$ cat src/rtl/pass_guard_pkg.sv
// Shared definitions for the password guard: FSM state codes, digit width and a small helper.
package pass_guard_pkg;

   localparam int DIGIT_W = 4;

   localparam logic [1:0] ST_IDLE  = 2'd0;
   localparam logic [1:0] ST_CHECK = 2'd1;
   localparam logic [1:0] ST_OPEN  = 2'd2;
   localparam logic [1:0] ST_ALARM = 2'd3;

   function automatic int max_int(input int a, input int b);
      return (a > b) ? a : b;
   endfunction

endpackage

$ cat src/rtl/mod_sec_timer.sv
// Restartable cycle counter; done pulses for one cycle when the count reaches limit-1.
module mod_sec_timer #(
   parameter int W = 8
) (
   input  logic         clk,
   input  logic         rst,
   input  logic         start,
   input  logic [W-1:0] limit,
   output logic         done
);

   logic [W-1:0] count_reg;
   logic         running_reg;

   // Counting stops at terminal count, so done cannot repeat without a new start.
   assign done = running_reg && (count_reg == limit - W'(1));

   always_ff @(posedge clk) begin
      if (rst) begin
         count_reg   <= '0;
         running_reg <= 1'b0;
      end else if (start) begin
         count_reg   <= '0;
         running_reg <= 1'b1;
      end else if (done) begin
         count_reg   <= '0;
         running_reg <= 1'b0;
      end else if (running_reg) begin
         count_reg   <= count_reg + W'(1);
      end
   end

endmodule

$ cat src/rtl/mod_pass_guard.sv
// Keypad password controller with failure counting and timed alarm.
// Define PASS_GUARD_RELOCK_EN to make OPEN relock automatically after OPEN_SECS.
module mod_pass_guard
   import pass_guard_pkg::*;
#(
   parameter int          CLK_FREQ   = 50_000_000,
   parameter int          PASS_LEN   = 4,
   parameter logic [31:0] PASSWORD   = 32'h0000_1234,
   parameter int          MAX_FAILS  = 3,
   parameter int          ALARM_SECS = 10,
   parameter int          OPEN_SECS  = 5
) (
   input  logic               clk,
   input  logic               rst,
   input  logic [DIGIT_W-1:0] digit,
   input  logic               digit_valid,
   input  logic               enter,
   input  logic               clear,
   input  logic               lock,
   output logic               unlocked,
   output logic               bad_pulse,
   output logic               alarm,
   output logic [2:0]         fail_cnt
);

   localparam int BUF_W = DIGIT_W * PASS_LEN;
   localparam int CNT_W = $clog2(PASS_LEN + 1);
   localparam int TMR_W = $clog2(max_int(ALARM_SECS, OPEN_SECS) * CLK_FREQ + 1);
   localparam logic [CNT_W-1:0] PASS_LEN_C = CNT_W'(PASS_LEN);
   localparam logic [TMR_W-1:0] ALARM_N    = TMR_W'(ALARM_SECS * CLK_FREQ);
`ifdef PASS_GUARD_RELOCK_EN
   localparam logic [TMR_W-1:0] OPEN_N     = TMR_W'(OPEN_SECS * CLK_FREQ);
`endif

   logic [1:0]       state_reg, state_next;
   logic [BUF_W-1:0] buffer_reg, buffer_next;
   logic [CNT_W-1:0] count_reg, count_next;
   logic             overflow_reg, overflow_next;
   logic [2:0]       fail_reg, fail_next;
   logic             bad_reg, bad_next;
   logic             match;
   logic             tmr_start, tmr_stop, tmr_done;
   logic [TMR_W-1:0] tmr_limit;

`ifdef PASS_GUARD_RELOCK_EN
   assign tmr_limit = (state_reg == ST_OPEN) ? OPEN_N : ALARM_N;
`else
   assign tmr_limit = ALARM_N;
`endif

   mod_sec_timer #(.W(TMR_W)) u_timer (
      .clk   (clk),
      .rst   (rst | tmr_stop),
      .start (tmr_start),
      .limit (tmr_limit),
      .done  (tmr_done)
   );

   // A short or overflowed entry never matches, even if its buffer bits happen to agree.
   assign match = (count_reg == PASS_LEN_C) && !overflow_reg &&
                  (buffer_reg == PASSWORD[BUF_W-1:0]);

   always_comb begin
      state_next    = state_reg;
      buffer_next   = buffer_reg;
      count_next    = count_reg;
      overflow_next = overflow_reg;
      fail_next     = fail_reg;
      bad_next      = 1'b0;
      tmr_start     = 1'b0;
      tmr_stop      = 1'b0;
      case (state_reg)
         ST_IDLE: begin
            if (clear) begin
               buffer_next   = '0;
               count_next    = '0;
               overflow_next = 1'b0;
            end else if (enter) begin
               state_next = ST_CHECK;
            end else if (digit_valid) begin
               if (count_reg < PASS_LEN_C) begin
                  buffer_next = BUF_W'({buffer_reg, digit});
                  count_next  = count_reg + CNT_W'(1);
               end else begin
                  overflow_next = 1'b1;
               end
            end
         end
         ST_CHECK: begin
            buffer_next   = '0;
            count_next    = '0;
            overflow_next = 1'b0;
            if (match) begin
               state_next = ST_OPEN;
               fail_next  = '0;
`ifdef PASS_GUARD_RELOCK_EN
               tmr_start  = 1'b1;
`endif
            end else if ((fail_reg + 3'd1) == 3'(MAX_FAILS)) begin
               state_next = ST_ALARM;
               fail_next  = 3'(MAX_FAILS);
               tmr_start  = 1'b1;
            end else begin
               state_next = ST_IDLE;
               fail_next  = fail_reg + 3'd1;
               bad_next   = 1'b1;
            end
         end
         ST_OPEN: begin
            if (lock) begin
               state_next = ST_IDLE;
`ifdef PASS_GUARD_RELOCK_EN
               tmr_stop   = 1'b1;
            end else if (tmr_done) begin
               state_next = ST_IDLE;
`endif
            end
         end
         default: begin
            if (tmr_done) begin
               state_next = ST_IDLE;
               fail_next  = '0;
            end
         end
      endcase
   end

   // Outputs are a registered view of the core, one edge behind the state register.
   always_ff @(posedge clk) begin
      if (rst) begin
         state_reg    <= ST_IDLE;
         buffer_reg   <= '0;
         count_reg    <= '0;
         overflow_reg <= 1'b0;
         fail_reg     <= '0;
         bad_reg      <= 1'b0;
         unlocked     <= 1'b0;
         alarm        <= 1'b0;
         bad_pulse    <= 1'b0;
         fail_cnt     <= '0;
      end else begin
         state_reg    <= state_next;
         buffer_reg   <= buffer_next;
         count_reg    <= count_next;
         overflow_reg <= overflow_next;
         fail_reg     <= fail_next;
         bad_reg      <= bad_next;
         unlocked     <= (state_reg == ST_OPEN);
         alarm        <= (state_reg == ST_ALARM);
         bad_pulse    <= bad_reg;
         fail_cnt     <= fail_reg;
      end
   end

endmodule

$ cat config.mk
export PLATFORM = sky130hd
export DESIGN_NAME = mod_pass_guard
export DESIGN_NICKNAME = d
export VERILOG_FILES = /design/src/rtl/pass_guard_pkg.sv /design/src/rtl/mod_sec_timer.sv /design/src/rtl/mod_pass_guard.sv
export SDC_FILE = /design/constraint.sdc
export NUM_CORES = 1
export LEC_CHECK = 0
export CAP_MARGIN = 0
export CORE_MARGIN = 2
export CORE_UTILIZATION = 65
export CTS_BUF_LIST = sky130_fd_sc_hd__clkbuf_16
export DETAILED_ROUTE_END_ITERATION = 16
export PLACE_DENSITY = 0.84
export SETUP_SLACK_MARGIN = 0.2
export SLEW_MARGIN = 20
export SYNTH_ARGS = -nofsm -noshare
export SYNTH_HDL_FRONTEND = slang
export SYNTH_HIERARCHICAL = 1
export SYNTH_SLANG_ARGS = --single-unit
$ cat constraint.sdc
create_clock -name clk -period 6.1 [get_ports clk]
set_input_delay 1.525 -clock clk [delete_from_list [all_inputs] [get_ports clk]]
set_output_delay 1.525 -clock clk [all_outputs]
set_load 0.005 [all_outputs]
# [Word level (Yosys, flattened, before mapping)]
# Index checks and enable logic that the tools add are counted.
[classes] reduce_logical=16 n_eq_ne=14 muxes=32 bitwise_logic=2 magnitude_cmp=1 add_sub_neg=3
[ops] op="16-bit 2-to-1 mux" count=4
[ops] op="16-bit case mux with 2 select lines" count=1
[ops] op="29-bit by 1-bit adder with 29-bit output, second input constant" count=1
[ops] op="29-bit == test, second input constant" count=1
[ops] op="3-bit 2-to-1 mux" count=7
[ops] op="16-bit by 13-bit == test with 1-bit output, second input constant" count=1
[ops] op="2-bit 2-to-1 mux" count=6
[ops] op="3-bit != test, second input constant" count=4
[ops] op="3-bit case mux with 2 select lines" count=2
[ops] op="4-bit AND reduction" count=3
[ops] op="1-bit 2-to-1 mux" count=10
[ops] op="3-bit by 1-bit adder with 3-bit output, second input constant" count=2
[ops] op="2-bit != test, second input constant" count=3
[ops] op="2-bit case mux with 3 select lines" count=1
[ops] op="2-bit nonzero test" count=3
[ops] op="3-bit OR reduction" count=2
[ops] op="2-bit == test, second input constant" count=2
[ops] op="4-bit nonzero test" count=1
[ops] op="3-bit by 2-bit == test with 1-bit output, second input constant" count=1
[ops] op="3-bit == test, second input constant" count=1
[ops] op="1-bit logical AND" count=3
[ops] op="3-bit less-than comparator, second input constant" count=1
[ops] op="2-bit by 1-bit == test with 1-bit output, second input constant" count=1
[ops] op="2-bit zero test" count=1
[ops] op="other kinds (5)" count=6
[totals] regBits=62 in_bits=10 wordCells=80 output_inout_bits=6

# [Logic depth before layout (Yosys ltp)]
# Gate-level depths: netlist of run 1.
[depth] depth_word=6 mapped_depth=11 ltp_nobuf=11

# [Cells and area by module]
# Netlist of run 1, hierarchy kept.
[modules_own_cells] module="mod_sec_timer" cells_per_inst=302 instances=1 area_each_um2=2348.5
[modules_own_cells] module="mod_pass_guard" cells_per_inst=130 instances=1 area_each_um2=1306.3

# [Least setup slack after synthesis of run 1]
# Ideal clock, no wire load.
[synth_timing] kind="in2reg" from="input enter" to="register buffer_reg[0]" t_arrival_ps=2549 path_slack_ps=3423 stages=6 n_path_buf=2 cell_sequence="or3b_1 a21oi_2 buf_6 buf_12 mux2i_1 nor2_1"
[synth_between] elab_chain_cells=2
[synth_lines] element="start, declared" line_no="mod_pass_guard.sv:17" source="input logic enter,"
[synth_lines] element="3-bit != test (no source line)"
[synth_lines] element="4-bit AND reduction (no source line)"
[synth_lines] element="end signal, assigned" line_no="mod_pass_guard.sv:143" source="buffer_reg <= buffer_next;"
[synth_lines] element="end, declared" line_no="mod_pass_guard.sv:36" source="logic [BUF_W-1:0] buffer_reg, buffer_next;"
# No other way between the ends.
# A chain may end at the register's enable or synchronous reset.

# [Worst setup path in the final report of run 1]
[layout_timing] from="register u_timer.count_reg[7]" to="register fail_reg[2]"
[layout_between] elab_chain_cells=4
[layout_lines] element="start, declared" line_no="mod_sec_timer.sv:12" source="logic [W-1:0] count_reg;"
[layout_lines] element="start signal, assigned" line_no="mod_sec_timer.sv:29" source="count_reg <= count_reg + W'(1);"
[layout_lines] element="29-bit == test" line_no="mod_sec_timer.sv:16" source="assign done = running_reg && (count_reg == limit - W'(1));"
[layout_lines] element="1-bit logical AND" line_no="mod_sec_timer.sv:16"
[layout_lines] element="via tmr_done" line_no="mod_pass_guard.sv:42" source="logic tmr_start, tmr_stop, tmr_done;"
[layout_lines] element="2-bit nonzero test (no source line)"
[layout_lines] element="2-bit AND reduction (no source line)"
[layout_lines] element="end signal, assigned" line_no="mod_pass_guard.sv:146" source="fail_reg <= fail_next;"
[layout_lines] element="end, declared" line_no="mod_pass_guard.sv:39" source="logic [2:0] fail_reg, fail_next;"
# The timed path passes the listed nets, and every way through them passes these cells.

==> flow_metrics.env, run 1 <==
export IMPL_path_clk_slew_ns=0.05
export IMPL_synth_seq_cells=62
export IMPL_synth_cells=432
export IMPL_critPathKind="reg2reg"
export IMPL_grt_ovfl_total=0
export IMPL_final_setup_viol_count=0
export IMPL_synth_edf_count=0
export IMPL_cts_tree="done"
export IMPL_start_util=0.6678
export IMPL_power_share_combinational=0.089
export IMPL_portBuffers=15
export IMPL_crit_path_max_fanout=4
export IMPL_drv_slew=0
export IMPL_rows=27
export IMPL_drt_total_wl_um=8099
export IMPL_largest_reg_flops=29
export IMPL_status="finished, final reports clean"
export IMPL_core_um2=5473
export IMPL_layout_nets=583
export IMPL_cp_num_buf_inv=0
export IMPL_synth_warning_count=6
export IMPL_internal_power_uw=705.9
export IMPL_cts_setup_buffers=0
export IMPL_wl_met3_um=356
export IMPL_grt_util_all_layers=0.2743
export IMPL_clock_sinks=62
export IMPL_grt_pass1_wl_um=13690
export IMPL_p_leak_uw=0.001895
export IMPL_yosysSeqAreaShare=0.3396
export IMPL_dieArea_um2=6239
export IMPL_die_h_um=78.99
export IMPL_root_buffer="clkbuf_16"
export IMPL_crit_path_cell_trace="xnor2_1 -> or3_1 -> a2111oi_0 -> o2111a_1 -> nand4_1 -> nor4_1 -> o21ai_0 -> nand2_1 -> o32ai_1"
export IMPL_htreeDepth=3
export IMPL_drtAntennaViolNets=0
export IMPL_fp_dieW_um=78.99
export IMPL_ios=16
export IMPL_area_delta_synth_final_pct=24.20
export IMPL_power_frac_seq=0.453
export IMPL_crit_path_end_kind="register"
export IMPL_routed_via_density=5.184
export IMPL_tns_ns=0
export IMPL_synth_ff_type="dfxtp_1"
export IMPL_crit_family="simple AND/OR/NAND/NOR gates"
export IMPL_critPathSlowestCell="nor4_1"
export IMPL_avgSynthCellArea_um2=8.460
export IMPL_route_met2_wl_um=4184
export IMPL_clkPwrFrac=0.459
export IMPL_startpoint_type="register"
export IMPL_worstSkewPairLatency_ns=0.32
export IMPL_required_ns=6.26
export IMPL_slew_headroom=0.4715
export IMPL_hpwl_um=5490
export IMPL_postCtsResizedCells=0
export IMPL_numCtsBuffers=9
export IMPL_min_period_over_period=0.5419
export IMPL_hp_class="reg2reg"
export IMPL_cts_hold_buf=0
export IMPL_grt_pass1_vias=3094
export IMPL_grt_start_max_net_pins=30
export IMPL_antenna_found_initial=0
export IMPL_worst_pin_slew_ns=0.7854
export IMPL_holdWs_ns=0.4777
export IMPL_power_switching_uw=207.6
export IMPL_diodes=0
export IMPL_fin_worst_skew_ns=0.007775
export IMPL_power_density_nw_per_um2=201.2
export IMPL_vdd_drop_max_v=0.0002092
export IMPL_gp_congestion=0.8127
export IMPL_drc=0
export IMPL_synth_async_sr_flop_share=0
export IMPL_switching_share=0.2273
export IMPL_rsz0062_at_grt="false"
export IMPL_via_count=3328
export IMPL_cp_arrival_ns=3.47
export IMPL_wl_per_cell_um=12.62
export IMPL_fin_crit_ns=3.306
export IMPL_drtIter0Drc=162
export IMPL_cap_viol_max_count=0
export IMPL_drt_met1_wl_um=3448
export IMPL_critical_path_max_stage_delay_ns=0.66
export IMPL_synthesis_area_um2=3655
export IMPL_fillerInstances=359
export IMPL_drive_above_1_share=0.03509
export IMPL_drtPass1Iterations=5
export IMPL_hold_viol=0
export IMPL_cts_buffer_depth=2
export IMPL_top_layer="met4"
export IMPL_synth_cell_types=62
export IMPL_max_freq_mhz=302.5
[logic make-up after synthesis]
family	synth area share
AND/OR/NAND/NOR	0.2759
XOR/XNOR	0.1558
flip-flops	0.3396
AO/OA/AOI/OAI	0.1051
buffers and inverters	0.04074
multiplexers	0.06025
adder cells (fa/ha/maj)	0.02054
other	0.002055
[per-layer routing]
metal / track usage / up-vias
met5: 0 / -
met4: 0.09138 / 0
met3: 0.03636 / 12
met2: 0.5025 / 103
met1: 0.3293 / 1522
li1: - / 1691
[stage by stage]
step	std cells	cell area (um2)	power [uW]	worst slack, ns	utilization
2_1_floorplan	557	4124	484.8	3.423	-
3_3_place_gp	628	4287	494.7	2.383	0.7833
3_5_place_dp	628	4294	497.2	2.590	0.7846
4_1_cts	642	4539	915.4	2.901	0.8294
5_1_grt	642	4539	948.4	2.617	0.8294
6_report	642	4539	913.5	2.794	0.8294
[placed cells by master, fill, tap and decap left out, drive strengths merged, types with 4 or more instances in the layout]
| master | Yosys | layout |
|---|---|---|
| xnor2 | 28 | 28 |
| nand3 | 16 | 16 |
| nand2 | 21 | 21 |
| nand4 | 14 | 14 |
| or3 | 7 | 7 |
| mux2i | 22 | 22 |
| nor4 | 11 | 11 |
| clkinv | 0 | 4 |
| inv | 12 | 13 |
| nor2 | 76 | 76 |
| o21ai | 7 | 7 |
| conb | 2 | 127 |
| nor3 | 11 | 11 |
| ha | 6 | 6 |
| clkdlybuf4s50 | 0 | 15 |
| a21oi | 7 | 7 |
| nor4b | 6 | 6 |
| and3 | 6 | 6 |
| xor2 | 37 | 37 |
| a31oi | 4 | 4 |
| clkbuf | 11 | 9 |
| dfxtp | 62 | 62 |
| nor2b | 6 | 6 |
| or4 | 6 | 6 |
[final timing paths]
path / start / end / slack, ns / cells past startpoint
max: u_timer/count_reg[7] / fail_reg[2] / 2.79 / 9
min: bad_reg / bad_pulse / 0.48 / 1
max reg2reg: u_timer/count_reg[7] / fail_reg[2] / 2.79 / 9
min reg2reg: bad_reg / bad_pulse / 0.48 / 1
[layout make-up]
class	instances	area, um2	share of cell area
Clock buffer	9	225.2	0.04961
Clock inverter	5	20.02	0.004410
Inverter	12	45.04	0.009923
Multi-Input combinational cell	465	2753	0.6064
Sequential cell	62	1241	0.2734
Tap cell	72	90.09	0.01985
Timing Repair Buffer	17	165.2	0.03638
[power groups by stage]
stage               Clock (uW)  Sequential [uW]  Combinational [uW]
floorplan                    0              420                65.2
CTS                        425              413                77.0
finish                     419              413                80.9
global placement             0              421                74.0
detailed placement           0              421                76.3
global route               443              413                92.2
[worst register-to-register path: cells and delay by family, from the launching register on]
kind,cells,cell delay [ns]
DFF,1,0.40
and+or+nand+nor,4,1.35
xor gates and xnor gates,1,0.11
AOI/OAI and AO/OA,4,1.30
[cell usage after synthesis (4+ instances only)]
library cell | count | area (um2)
a21oi_1 | 6 | 30.03
ha_1 | 6 | 75.07
xor2_1 | 37 | 324.1
clkbuf_1 | 11 | 41.29
or3_1 | 7 | 43.79
mux2i_1 | 22 | 220.2
nor4_1 | 11 | 68.82
nor3_1 | 10 | 50.05
nor4b_1 | 5 | 43.79
xnor2_1 | 28 | 245.2
nand2_1 | 21 | 78.83
nor2_1 | 76 | 285.3
dfxtp_1 | 62 | 1241
nand3_1 | 16 | 80.08
inv_1 | 12 | 45.04
a31oi_1 | 4 | 25.02
or4_1 | 6 | 45.04
o21ai_0 | 7 | 35.03
and3_1 | 6 | 37.54
nor2b_1 | 6 | 37.54
nand4_1 | 14 | 87.58
(Power assumes the default switching activity.)
==> run 2: changes to the inputs <==
Settings changed: CORE_UTILIZATION 65 to 61, PLACE_DENSITY 0.84 to 0.79.
Clock period 6.1 ns to 3.18 ns, I/O delays scaled along.
==> run 2 against run 1 <==
  * Total power grew 110%
  * Register-to-register slack lost 2.3 ns
  * Final cell count grew 0.93%
  * Fmax grew 25%
  * Clock skew shrank 0.0020 ns
  * Critical path type unchanged
==> flow_metrics.env, run 2 (same netlist as run 1, synthesis figures left out) <==
export IMPL_routed_via_density=4.960
export IMPL_antenna_found_initial=0
export IMPL_root_buffer="clkbuf_16"
export IMPL_drv_slew=0
export IMPL_grt_start_max_net_pins=30
export IMPL_r2r_setup_slack_ns=0.54
export IMPL_drive_above_1_share=0.04538
export IMPL_r2r_start="u_timer/count_reg[7]"
export IMPL_startpoint_type="register"
export IMPL_required_ns=3.36
export IMPL_p_leak_uw=0.001906
export IMPL_rows=28
export IMPL_ios=16
export IMPL_switching_share=0.2301
export IMPL_fp_dieW_um=81.41
export IMPL_place_ws_ns=0.4429
export IMPL_power_switching_uw=432.8
export IMPL_wl_per_cell_um=11.60
export IMPL_drtIter0Drc=156
export IMPL_final_setup_viol_count=0
export IMPL_cts_setup_buffers=0
export IMPL_cts_buffer_depth=2
export IMPL_die_h_um=81.41
export IMPL_crit_path_max_fanout=4
export IMPL_drc=0
export IMPL_status="finished, final reports clean"
export IMPL_most_common_layout_cells="127 x conb_1, 76 x nor2_1, 62 x dfxtp_1, 37 x xor2_1, 28 x xnor2_1"
export IMPL_cp_arrival_ns=2.81
export IMPL_finalWorstSetupSlack_ns=0.5415
export IMPL_numCtsBuffers=9
export IMPL_largest_reg_flops=29
export IMPL_min_period_over_period=0.8297
export IMPL_drt_total_wl_um=7516
export IMPL_drtAntennaViolNets=0
export IMPL_power_frac_seq=0.421
export IMPL_internal_power_uw=1448
export IMPL_htreeDepth=3
export IMPL_fin_crit_ns=2.639
export IMPL_worst_pin_slew_ns=0.7434
export IMPL_r2r_end="state_reg[0]"
export IMPL_grt_ovfl_total=0
export IMPL_critPathKind="reg2reg"
export IMPL_slew_headroom=0.5034
export IMPL_cap_viol_max_count=0
export IMPL_core_um2=5851
export IMPL_clock_sinks=62
export IMPL_fin_worst_skew_ns=0.005744
export IMPL_start_util=0.6247
export IMPL_max_freq_mhz=379.0
export IMPL_diodes=0
export IMPL_drtPass1Iterations=4
export IMPL_cts_tree="done"
export IMPL_power_density_nw_per_um2=409.4
export IMPL_final_common_cell="conb_1"
export IMPL_gp_congestion=0.8330
export IMPL_cp_startpoint="u_timer/count_reg[7]"
export IMPL_layout_nets=584
export IMPL_rsz0062_at_grt="false"
export IMPL_hpwl_um=5478
export IMPL_area_delta_synth_final_pct=25.71
export IMPL_dieArea_um2=6627
export IMPL_whs_endpoint="bad_pulse"
export IMPL_reg2regPathDepth=9
export IMPL_worstSkewPairLatency_ns=0.32
export IMPL_clkPwrFrac=0.497
export IMPL_path_clk_slew_ns=0.05
export IMPL_grt_pass1_wl_um=12700
export IMPL_power_share_combinational=0.083
export IMPL_fillerInstances=438
export IMPL_holdCritStartpoint="bad_reg"
export IMPL_tns_ns=0
export IMPL_grt_pass1_vias=2949
export IMPL_hp_class="reg2reg"
export IMPL_grt_util_all_layers=0.2482
export IMPL_crit_path_end_kind="register"
export IMPL_hold_depth=1
export IMPL_via_count=3214
export IMPL_portBuffers=15
export IMPL_vdd_drop_max_v=0.0004593
export IMPL_hold_viol=0
==> run 2: cell count changes in the layout (fill, tap and decap cells not counted) <==
cell	delta
a21oi_4	-1
clkinv_1	-1
nor4_1	-1
clkinvlp_4	+3
bufinv_16	+1
buf_4	+1
inv_1	-1
nor4_2	+1
a21oi_2	+1
==> run 2: per-stage QoR <==
step | total power (uW) | cell area, um2 | instances | utilization | hold WS, ns
after floorplan | 929.9 | 4124 | 557 | - | 0.4138
final | 1881 | 4594 | 648 | 0.7853 | 0.4404
after detailed placement | 953.6 | 4298 | 632 | 0.7346 | 0.4289
after global routing | 1944 | 4594 | 648 | 0.7853 | 0.4570
after CTS | 1886 | 4588 | 648 | 0.7842 | 0.4424
after global placement | 950.9 | 4298 | 632 | 0.7346 | 0.4290
==> run 2: critical path, cell delays in order (launching register included) <==
cell       delay, ns
dfxtp_1         0.39
xnor2_1         0.10
or3_1           0.30
a2111oi_0       0.45
o2111a_1        0.25
nand4_1         0.25
nor4_2          0.33
inv_1           0.09
a31oi_1         0.21
o32ai_1         0.13
==> run 2: how the worst max path moves through the flow <==
stage	endpoint	slack, ns	cells after the start
after floorplan	fail_reg[2]	0.94	9
after global routing	fail_reg[2]	0.27	9
after CTS	state_reg[0]	0.42	9
after global placement	fail_reg[2]	0.51	9
final	state_reg[0]	0.54	9
after detailed placement	fail_reg[2]	0.44	9
==> run 2: power by group through the flow <==
stage	clock (uW)	sequential [uW]	combinational, uW
after floorplan	0	805	125
after global placement	0	807	144
after detailed placement	0	807	147
after CTS	948	791	148
after global routing	975	792	178
final	934	791	155
==> run 2: area by class of cell <==
cell class                 count  area, um2  share of cell area
multi-input combinational    465       2751              0.5989
sequential                    62       1241              0.2702
clock buffer                   9      225.2             0.04902
timing repair buffer          18      172.7             0.03758
tap                           75      93.84             0.02042
clock inverter                 7      65.06             0.01416
inverter                      12      45.04            0.009804
==> run 2: metal layers <==
| metal | wire, um | GRT usage |
|---|---|---|
| met1 | 3421 | 0.2921 |
| met2 | 3739 | 0.4361 |
| met3 | 177 | 0.05222 |
| met4 | 178 | 0.1017 |
| met5 | 0 | 0 |
==> run 2: repair_timing <==
item | CTS | global route
hold buffers | 0 | 0
setup endpoints to repair | 0 | 4
gates resized for setup | 0 | 1
==> run 3: changes to the inputs <==
Settings changed: CORE_UTILIZATION 61 to 55, PLACE_DENSITY 0.79 to 0.75.
Clock period 3.18 ns to 2.4 ns, I/O delays scaled along.
==> run 3 against run 2 <==
  * The run now ends with negative setup slack left
  * Critical path depth increased by 1
  * Sequential share of layout area decreased by 1.6 points
  * First-iteration DRC count increased by 22%
  * Utilization decreased by 2.0 points
  * Worst setup slack got worse by 0.65 ns
  * Non-clock buffer count increased by 24
  * Combinational power increased by 52%
  * Fmax increased by 5.3%
  * Register-to-register slack got worse by 0.65 ns
  * Die area increased by 10%
  * Critical endpoint is now u_timer/count_reg[13]
  * Largest cell class unchanged
==> flow_metrics.env, run 3 (same netlist as run 1, synthesis figures left out) <==
export IMPL_hold_viol=0
export IMPL_crit_path_cell_trace="xnor2_1 -> or3_4 -> a2111oi_4 -> o2111a_1 -> nand4_1 -> buf_4 -> o41ai_4 -> buf_4 -> buf_12 -> nor2_1"
export IMPL_grt_util_all_layers=0.2455
export IMPL_path_clk_slew_ns=0.05
export IMPL_clock_sinks=62
export IMPL_drtPass1Iterations=5
export IMPL_crit_path_max_fanout=15
export IMPL_drt_total_wl_um=8591
export IMPL_critPathKind="reg2reg"
export IMPL_status="finished with violations"
export IMPL_critPathSlowestCell="or3_4"
export IMPL_routed_via_density=5.082
export IMPL_drive_above_1_share=0.09715
export IMPL_via_count=3425
export IMPL_grt_ovfl_total=0
export IMPL_finalWorstSetupSlack_ns=-0.1065
export IMPL_required_ns=2.61
export IMPL_startpoint_type="register"
export IMPL_r2r_start="u_timer/count_reg[7]"
export IMPL_hold_depth=1
export IMPL_violations="negative setup slack"
export IMPL_numCtsBuffers=9
export IMPL_cp_arrival_ns=2.72
export IMPL_fin_worst_skew_ns=0.005374
export IMPL_holdCritStartpoint="bad_reg"
export IMPL_final_setup_viol_count=32
export IMPL_start_util=0.5723
export IMPL_grt_pass1_vias=3393
export IMPL_max_freq_mhz=399.0
export IMPL_rows=29
export IMPL_hpwl_um=5983
export IMPL_cts_hold_buf=0
export IMPL_antenna_found_initial=0
export IMPL_r2r_setup_slack_ns=-0.11
export IMPL_worst_pin_slew_ns=0.4823
export IMPL_largest_reg_flops=29
export IMPL_cts_buffer_depth=2
export IMPL_cts_tree="done"
export IMPL_final_common_cell="conb_1"
export IMPL_die_h_um=85.52
export IMPL_fin_crit_ns=2.506
export IMPL_fp_dieW_um=85.52
export IMPL_layout_nets=608
export IMPL_fin_util=0.7653
export IMPL_slew_headroom=0.6739
export IMPL_drv_slew=0
export IMPL_most_common_layout_cells="127 x conb_1, 76 x nor2_1, 61 x dfxtp_1, 37 x xor2_1, 28 x xnor2_1"
export IMPL_drc=0
export IMPL_crit_path_end_kind="register"
export IMPL_rsz0062_at_grt="true"
export IMPL_power_density_nw_per_um2=509.4
export IMPL_whs_endpoint="bad_pulse"
export IMPL_drtAntennaViolNets=0
export IMPL_cap_viol_max_count=0
export IMPL_diodes=0
export IMPL_p_leak_uw=0.002082
export IMPL_core_um2=6386
export IMPL_reg2regPathDepth=10
export IMPL_hp_class="reg2reg"
export IMPL_dieArea_um2=7313
export IMPL_wl_per_cell_um=12.75
export IMPL_critical_path_max_stage_delay_ns=0.38
export IMPL_vdd_drop_max_v=0.0004976
export IMPL_crit_path_frequent_cell="buf_4"
export IMPL_tns_ns=-2.486
export IMPL_min_period_over_period=1.044
export IMPL_grt_pass1_wl_um=14300
export IMPL_portBuffers=15
export IMPL_worstSkewPairLatency_ns=0.32
export IMPL_gp_congestion=0.8242
export IMPL_grt_start_max_net_pins=21
export IMPL_htreeDepth=3
export IMPL_area_delta_synth_final_pct=33.72
export IMPL_ios=16
export IMPL_fillerInstances=475
export IMPL_r2r_end="u_timer/count_reg[13]"
export IMPL_drtIter0Drc=190
export IMPL_root_buffer="clkbuf_16"
==> run 3: power by group <==
group	internal, uW	leakage, uW	switching (uW)
sequential	1040	0.000501	8.59
clock	784	0.000145	420
combinational	103	0.00144	133
==> run 3: through the flow <==
stage	std cells	hold slack, ns	area (um2)	total power [uW]	setup slack (ns)
after floorplan	557	0.4138	4138	1233	0.2886
after global placement	650	0.4276	4459	1271	-0.04371
after detailed placement	650	0.4375	4459	1275	-0.1181
after CTS	673	0.4503	4848	2492	-0.05865
after global routing	674	0.4686	4887	2581	-0.1926
final	674	0.4392	4887	2489	-0.1065
==> run 3: worst max-delay path by stage <==
stage | from | to | cells after the start
after floorplan | u_timer/running_reg | u_timer/count_reg[7] | 9
final | u_timer/count_reg[7] | u_timer/count_reg[13] | 10
after global placement | u_timer/count_reg[7] | fail_reg[2] | 9
after CTS | u_timer/count_reg[7] | u_timer/count_reg[18] | 10
after global routing | u_timer/count_reg[7] | state_reg[0] | 11
after detailed placement | u_timer/count_reg[7] | fail_reg[2] | 9
==> run 3: final cells by class <==
class,count,area [um2],share of cell area
Multi-Input combinational cell,465,2823,0.5776
Sequential cell,62,1242,0.2542
Timing Repair Buffer,42,399.1,0.08167
Clock buffer,9,225.2,0.04608
Tap cell,77,96.34,0.01971
Clock inverter,7,56.30,0.01152
Inverter,12,45.04,0.009217
==> run 3: worst max-delay path: cells and delay by family, from the launching register on <==
family	cells	cell delay (ns)
XOR/XNOR	1	0.08
AO/OA/AOI/OAI	3	0.86
AND/OR/NAND/NOR	3	0.58
flip-flops	1	0.33
buffers and inverters	3	0.53
==> run 3: timing repair <==
item | CTS | global route
setup endpoints to repair | 34 | 35
cloned | 2 | 0
buffers inserted | 5 | 1
gates resized for setup | 5 | 7
pin swaps | 8 | 4
==> run 3: routing by layer <==
metal,up-vias,global-route usage,routed length [um]
li1,1742,-,-
met3,22,0.05005,414
met1,1569,0.2793,3622
met2,92,0.4339,4310
met5,-,0,0
met4,0,0.1255,244
